===== config.mk =====
export PLATFORM = sky130hd
export DESIGN_NAME = nes_poll_sequencer
export DESIGN_NICKNAME = d
export VERILOG_FILES = /design/src/rtl/nes_poll_sequencer.sv
export SDC_FILE = /design/constraint.sdc
export NUM_CORES = 1
export LEC_CHECK = 0
export ABC_AREA = 0
export CAP_MARGIN = 0
export CORE_ASPECT_RATIO = 0.9
export CORE_MARGIN = 2
export CORE_UTILIZATION = 59
export CTS_BUF_LIST = sky130_fd_sc_hd__clkbuf_4 sky130_fd_sc_hd__clkbuf_8 sky130_fd_sc_hd__clkbuf_16
export CTS_CLUSTER_DIAMETER = 30
export DETAILED_ROUTE_END_ITERATION = 8
export GPL_TIMING_DRIVEN = 1
export HOLD_SLACK_MARGIN = 0.12
export MAX_ROUTING_LAYER = met4
export PLACE_DENSITY = 0.89
export SLEW_MARGIN = 15
export SYNTH_ARGS = -nofsm -noshare
export SYNTH_HDL_FRONTEND = slang
export SYNTH_SLANG_ARGS = --single-unit

===== constraint.sdc =====
create_clock -name clk -period 4.5 [get_ports clk]
set_input_delay 1.125 -clock clk [delete_from_list [all_inputs] [get_ports clk]]
set_output_delay 1.125 -clock clk [all_outputs]
set_load 0.05 [all_outputs]

===== src/rtl/nes_poll_sequencer.sv =====
// Purpose : polls the left and right NES controllers over one shared latch/pulse bus
//           and publishes the debounced-by-frame button state to the game logic.
// Latency : buttons/pressed/frame_valid update 17*HALF_PERIOD+1 cycles after nes_latch rises.
// Backpressure: none. Results are one-cycle strobes and the consumer must take them when they appear.
//
// Ports:
//   clk, reset_n          system clock and synchronous active-low reset
//   enable                gates the start of a new poll frame only
//   nes_data_l/_r         asynchronous, active-low serial data from each controller
//   nes_latch, nes_pulse  shared bus control lines, registered
//   buttons_l/_r          held button state, active-high, [7]A [6]B [5]Sel [4]Start [3]Up [2]Dn [1]L [0]R
//   pressed_l/_r          rising-edge strobes, valid only with frame_valid
//   frame_valid           one-cycle strobe marking the cycle in which buttons/pressed update
module nes_poll_sequencer #(
  parameter int HALF_PERIOD = 152,
  parameter int POLL_PERIOD = 419583
) (
  input  logic       clk,
  input  logic       reset_n,
  input  logic       enable,
  input  logic       nes_data_l,
  input  logic       nes_data_r,
  output logic       nes_latch,
  output logic       nes_pulse,
  output logic [7:0] buttons_l,
  output logic [7:0] buttons_r,
  output logic [7:0] pressed_l,
  output logic [7:0] pressed_r,
  output logic       frame_valid
);

  localparam int POLL_W = $clog2(POLL_PERIOD + 1);
  // The phase counter must hold the longest slot, which is the 2*HALF_PERIOD latch.
  localparam int PH_W   = $clog2(2 * HALF_PERIOD);

  localparam logic [POLL_W-1:0] POLL_LAST = POLL_W'(POLL_PERIOD - 1);
  localparam logic [PH_W-1:0]   PH_LATCH  = PH_W'(2 * HALF_PERIOD - 1);
  localparam logic [PH_W-1:0]   PH_HALF   = PH_W'(HALF_PERIOD - 1);

  typedef enum logic [2:0] {
    S_IDLE,
    S_LATCH,
    S_WAIT,
    S_PULSE_HI,
    S_PULSE_LO,
    S_DONE
  } state_t;

  // ---------------------------------------------------------------------------
  // Free-running frame-rate timer; never stalled by the FSM or enable.
  // ---------------------------------------------------------------------------
  logic [POLL_W-1:0] poll_cnt;
  logic              poll_tick;

  assign poll_tick = (poll_cnt == POLL_LAST);

  always_ff @(posedge clk) begin
    if (!reset_n) begin
      poll_cnt <= '0;
    end else if (poll_tick) begin
      poll_cnt <= '0;
    end else begin
      poll_cnt <= poll_cnt + 1'b1;
    end
  end

  // ---------------------------------------------------------------------------
  // Two-flop synchronizers. They reset to 1 (idle line level) so that no
  // phantom press is seen right after reset.
  // ---------------------------------------------------------------------------
  logic [1:0] sync_l;
  logic [1:0] sync_r;
  logic       bit_l;
  logic       bit_r;

  always_ff @(posedge clk) begin
    if (!reset_n) begin
      sync_l <= 2'b11;
      sync_r <= 2'b11;
    end else begin
      sync_l <= {sync_l[0], nes_data_l};
      sync_r <= {sync_r[0], nes_data_r};
    end
  end

  assign bit_l = ~sync_l[1];
  assign bit_r = ~sync_r[1];

  // ---------------------------------------------------------------------------
  // Sequencer
  // ---------------------------------------------------------------------------
  state_t          state;
  logic [PH_W-1:0] phase;
  logic [2:0]      bit_idx;
  logic [7:0]      shift_l;
  logic [7:0]      shift_r;
  logic [7:0]      shift_l_nxt;
  logic [7:0]      shift_r_nxt;
  logic            phase_last;

  // A is shifted in first, so after eight shifts bit 0 sits in [7].
  assign shift_l_nxt = {shift_l[6:0], bit_l};
  assign shift_r_nxt = {shift_r[6:0], bit_r};
  assign phase_last  = (phase == '0);

  always_ff @(posedge clk) begin
    if (!reset_n) begin
      state       <= S_IDLE;
      phase       <= '0;
      bit_idx     <= '0;
      shift_l     <= '0;
      shift_r     <= '0;
      nes_latch   <= 1'b0;
      nes_pulse   <= 1'b0;
      buttons_l   <= '0;
      buttons_r   <= '0;
      pressed_l   <= '0;
      pressed_r   <= '0;
      frame_valid <= 1'b0;
    end else begin
      // Strobes live for exactly one cycle; only the transition into DONE raises them.
      pressed_l   <= '0;
      pressed_r   <= '0;
      frame_valid <= 1'b0;

      case (state)
        S_IDLE: begin
          // Ticks arriving in any other state are simply lost.
          if (poll_tick && enable) begin
            state     <= S_LATCH;
            phase     <= PH_LATCH;
            nes_latch <= 1'b1;
          end
        end

        S_LATCH: begin
          if (phase_last) begin
            state     <= S_WAIT;
            phase     <= PH_HALF;
            nes_latch <= 1'b0;
          end else begin
            phase <= phase - 1'b1;
          end
        end

        S_WAIT: begin
          if (phase_last) begin
            // Bit 0 (A) is presented by the controller as soon as it is latched.
            shift_l   <= shift_l_nxt;
            shift_r   <= shift_r_nxt;
            bit_idx   <= 3'd1;
            state     <= S_PULSE_HI;
            phase     <= PH_HALF;
            nes_pulse <= 1'b1;
          end else begin
            phase <= phase - 1'b1;
          end
        end

        S_PULSE_HI: begin
          if (phase_last) begin
            state     <= S_PULSE_LO;
            phase     <= PH_HALF;
            nes_pulse <= 1'b0;
          end else begin
            phase <= phase - 1'b1;
          end
        end

        S_PULSE_LO: begin
          if (phase_last) begin
            shift_l <= shift_l_nxt;
            shift_r <= shift_r_nxt;
            if (bit_idx == 3'd7) begin
              // Publish on entry to DONE so the update coincides with frame_valid.
              state       <= S_DONE;
              buttons_l   <= shift_l_nxt;
              buttons_r   <= shift_r_nxt;
              pressed_l   <= shift_l_nxt & ~buttons_l;
              pressed_r   <= shift_r_nxt & ~buttons_r;
              frame_valid <= 1'b1;
            end else begin
              bit_idx   <= bit_idx + 1'b1;
              state     <= S_PULSE_HI;
              phase     <= PH_HALF;
              nes_pulse <= 1'b1;
            end
          end else begin
            phase <= phase - 1'b1;
          end
        end

        S_DONE: begin
          state <= S_IDLE;
        end

        default: begin
          state <= S_IDLE;
        end
      endcase
    end
  end

endmodule

==> Implementation_results.wiki <==
{| class="wikitable"
! Metric !! Value
|-
| Launching element type of the critical path || input port
|-
| Crit path arrival time || 3.23 ns
|-
| Layout area overhead || 17.42%
|-
| Leakage power || 1.554 nW
|-
| Worst slew margin relative to its limit || 0.3453
|-
| Number of vias per cell || approximately 5.9
|-
| Core ar. || roughly 5700 um^2
|-
| Total count of max-transition violations in the final report || 0
|-
| Total number of clock tree sinks || 87
|-
| Die Y || 77.35 um
|-
| Layout cells sized above 1 || 0.07524
|-
| Power per standard cell area || 327.7 nW/um^2
|-
| DR pass1 iterations || 5
|-
| DIE AREA || 6613 um^2
|-
| Number of ports placed on the die boundary || 40
|-
| Cell taking the most area after synthesis || dfxtp_1
|-
| Global-route total usage across every layer || 0.2430
|-
| Most common cell in the netlist || dfxtp_1
|-
| Number of different library cells in the post-synthesis netlist || 51
|-
| Sw frac || 0.2075
|-
| Crit. End Element || flip-flop
|-
| Most numerous cell types in the synthesized netlist || 87 x dfxtp_1, 42 x nand2_1, 36 x nor2_1
|-
| IR drop worst, VDD || around 0.28 mV
|-
| Total number of nets in the final design || approximately 420
|-
| Portion of the clock cycle consumed by the worst path in the final layout || 0.6625
|-
| Maximum number of pins on one net before global-route repair || 30
|-
| Logic gate share of total power || 0.017
|-
| Clock tree from TritonCTS || yes
|-
| Number of buffers inserted to repair setup after CTS || 0
|-
| Final ANT Viol Nets || 0
|-
| Share of power burned in the clock network || 0.411
|-
| Worst Max-Slew Pin Slew || between 0.9 and 1 ns
|-
| Maximum achievable frequency || 0.3354 GHz
|-
| Global-route wire length before repair || 12,570 um
|-
| Number of clock buffers inserted by TritonCTS || 9
|-
| Count of placed standard cells including taps || 466
|-
| Number of synthesized register bits || 87
|-
| Min Tclk post-route || 2.981 ns
|-
| Final non-filler cell total || ~480
|-
| Root Buffer || clkbuf_8
|-
| Setup violation total in the final timing report || 0
|-
| Synth top area cells || dfxtp_1 49%, nand2_1 4.5%, a21oi_1 4.4%
|-
| Async S/R FF share, synth || 0
|-
| Hold Violations, Final || 0
|-
| Remaining design rule violation count || 0
|-
| Quantity of I/O buffers inserted on ports || 39
|-
| Sequential power share || 0.572
|-
| Number of buffers on the longest clock path || 2
|-
| P_sw || 0.2817 mW
|-
| Sum of routed wire length over all layers || 7207 um
|-
| Netlist area before placement || about 3500 um^2
|-
| Synthesized netlist cell count || around 370
|-
| DR WL/cell || 14.95 um
|-
| Unrepaired setup endpoints after global routing || no
|-
| Number of diodes || 0
|-
| Number of synthesized flops with an enable pin || 0
|-
| Setup TNS Final || 0 ns
|-
| Most common flop cell mapped by yosys || dfxtp_1
|-
| Worst-skew pair later-pin latency || between 0.3 and 0.4 ns
|-
| Outcome || completed
|-
| Largest fanout of any net on the critical path || 17
|-
| Weighted congestion reported at the end of routability-driven placement || ~0.86
|-
| Row Count || 26
|-
| Worst clock skew || 0.01170 ns
|-
| Global route overflow || 0
|-
| H-Tree Level Count || 3
|-
| Filler cell count || around 410
|-
| Initial core utilization || 0.6160
|-
| Die Wd || between 80 and 90 um
|-
| Sequential area share after synthesis || 0.4938
|-
| HPWL after detailed placement || a little under 5000 um
|-
| Via count of the routed design || 2,828
|-
| Total number of yosys warnings || 0
|-
| Classification of the worst setup path || input port to flip-flop
|-
| Pint || 1.076 mW
|-
| Clk slew on worst S/H paths || 0.08 ns
|-
| Resized cells post-CTS || 0
|-
| Cts hold-fix bufs || 0
|-
| Synthesized netlist net count || 384
|-
| Fraction of post-synthesis cell area in the top cell type by area || 0.4938
|-
| Number of global-route vias before repair || 2,749
|-
| Data required time of the worst path || roughly 4.8 ns
|-
| Kind of path behind the tightest hold check || flip-flop to flip-flop
|-
| Number of max-cap violations || 0
|-
| Synthesized area divided by synthesized cell count || 9.431 um^2
|-
| Antenna violations before repair || 0
|-
| Initial drt markers || 122
|}
==> kinds of logic after synthesis <==
kind of cell	after synthesis	synth area share
multiplexers	14	0.04008
XOR/XNOR	12	0.02980
buffers and inverters	27	0.03334
AO/OA/AOI/OAI	68	0.1337
AND/OR/NAND/NOR	161	0.2515
flip-flops	87	0.4938
adder cells (fa/ha/maj)	5	0.01774
==> flip-flops by register name (all words and copies together), names as in the netlist, 2 cells and up <==
name,cells
state,3
sync_r,2
buttons_r,8
bit_idx,3
pressed_r,8
sync_l,2
shift_r,7
shift_l,7
buttons_l,8
pressed_l,8
poll_cnt,19
phase,9
==> stage by stage <==
stage | power, mW | hold slack, ns | worst slack [ns] | util | cell area (um^2)
after floorplan | 0.8088 | 0.3863 | 2.313 | - | 3527
after detailed placement | 0.8169 | 0.4002 | 1.137 | 0.6862 | 3929
after global routing | 1.406 | 0.4286 | 1.354 | 0.7233 | 4141
after CTS | 1.368 | 0.4150 | 1.515 | 0.7233 | 4141
final | 1.357 | 0.4070 | 1.519 | 0.7233 | 4141
after global placement | 0.8160 | 0.3960 | 1.356 | 0.6862 | 3929
==> layout make-up <==
cell class                 count  area [um^2]  share of cell area
sequential                    87         1742              0.4205
multi-input combinational    260         1668              0.4027
timing repair buffer          40        397.9             0.09607
clock buffer                  12        158.9             0.03837
tap                           70        87.58             0.02115
clock inverter                 4        53.80             0.01299
inverter                       9        33.78            0.008157
==> critical path, stage by stage <==
cell,delay (ns)
clkdlybuf4s50_1,0.84
nand4_1,0.78
nor3b_1,0.47
==> path summary, 6_finish.rpt <==
kind / from / to / slack, ns / cells after the start
max: reset_n / pressed_r[2] / 1.52 / 3
min: sync_l[0] / sync_l[1] / 0.41 / 1
max reg2reg: bit_idx[0] / phase[2] / 1.78 / 6
min reg2reg: sync_l[0] / sync_l[1] / 0.41 / 1
==> placed cells by master (no fill, tap or decap), types with 5 or more instances in the layout <==
master / count
clkbuf_8: 11
o31ai_1: 5
nand2b_1: 7
dfxtp_1: 87
nand4_1: 10
o21a_1: 5
nor3_1: 5
mux2i_1: 13
nand2_1: 42
nor2_1: 36
xor2_1: 11
nor3b_1: 14
a21oi_1: 31
clkdlybuf4s50_1: 39
or3_1: 6
or4_1: 7
nand3_1: 6
ha_1: 5
o21ai_0: 7
inv_1: 9
==> power groups by stage <==
stage	Combinational (mW)	Clock [mW]	Sequential [mW]
2_1_floorplan	0.0155	0	0.793
3_3_place_gp	0.0224	0	0.794
3_5_place_dp	0.0230	0	0.794
4_1_cts	0.0234	0.569	0.776
5_1_grt	0.0259	0.603	0.777
6_report	0.0232	0.558	0.776
==> routing by layer <==
| layer | vias up | part of all wire | GRT usage | wire [um] |
|---|---|---|---|---|
| met3 | 14 | 0.059 | 0.08191 | 426 |
| met1 | 1335 | 0.44 | 0.2904 | 3160 |
| met5 | - | 0 | - | 0 |
| met4 | 0 | 0.013 | 0.07143 | 93 |
| li1 | 1393 | - | - | - |
| met2 | 86 | 0.49 | 0.3914 | 3526 |
(Power assumes the default switching activity.)
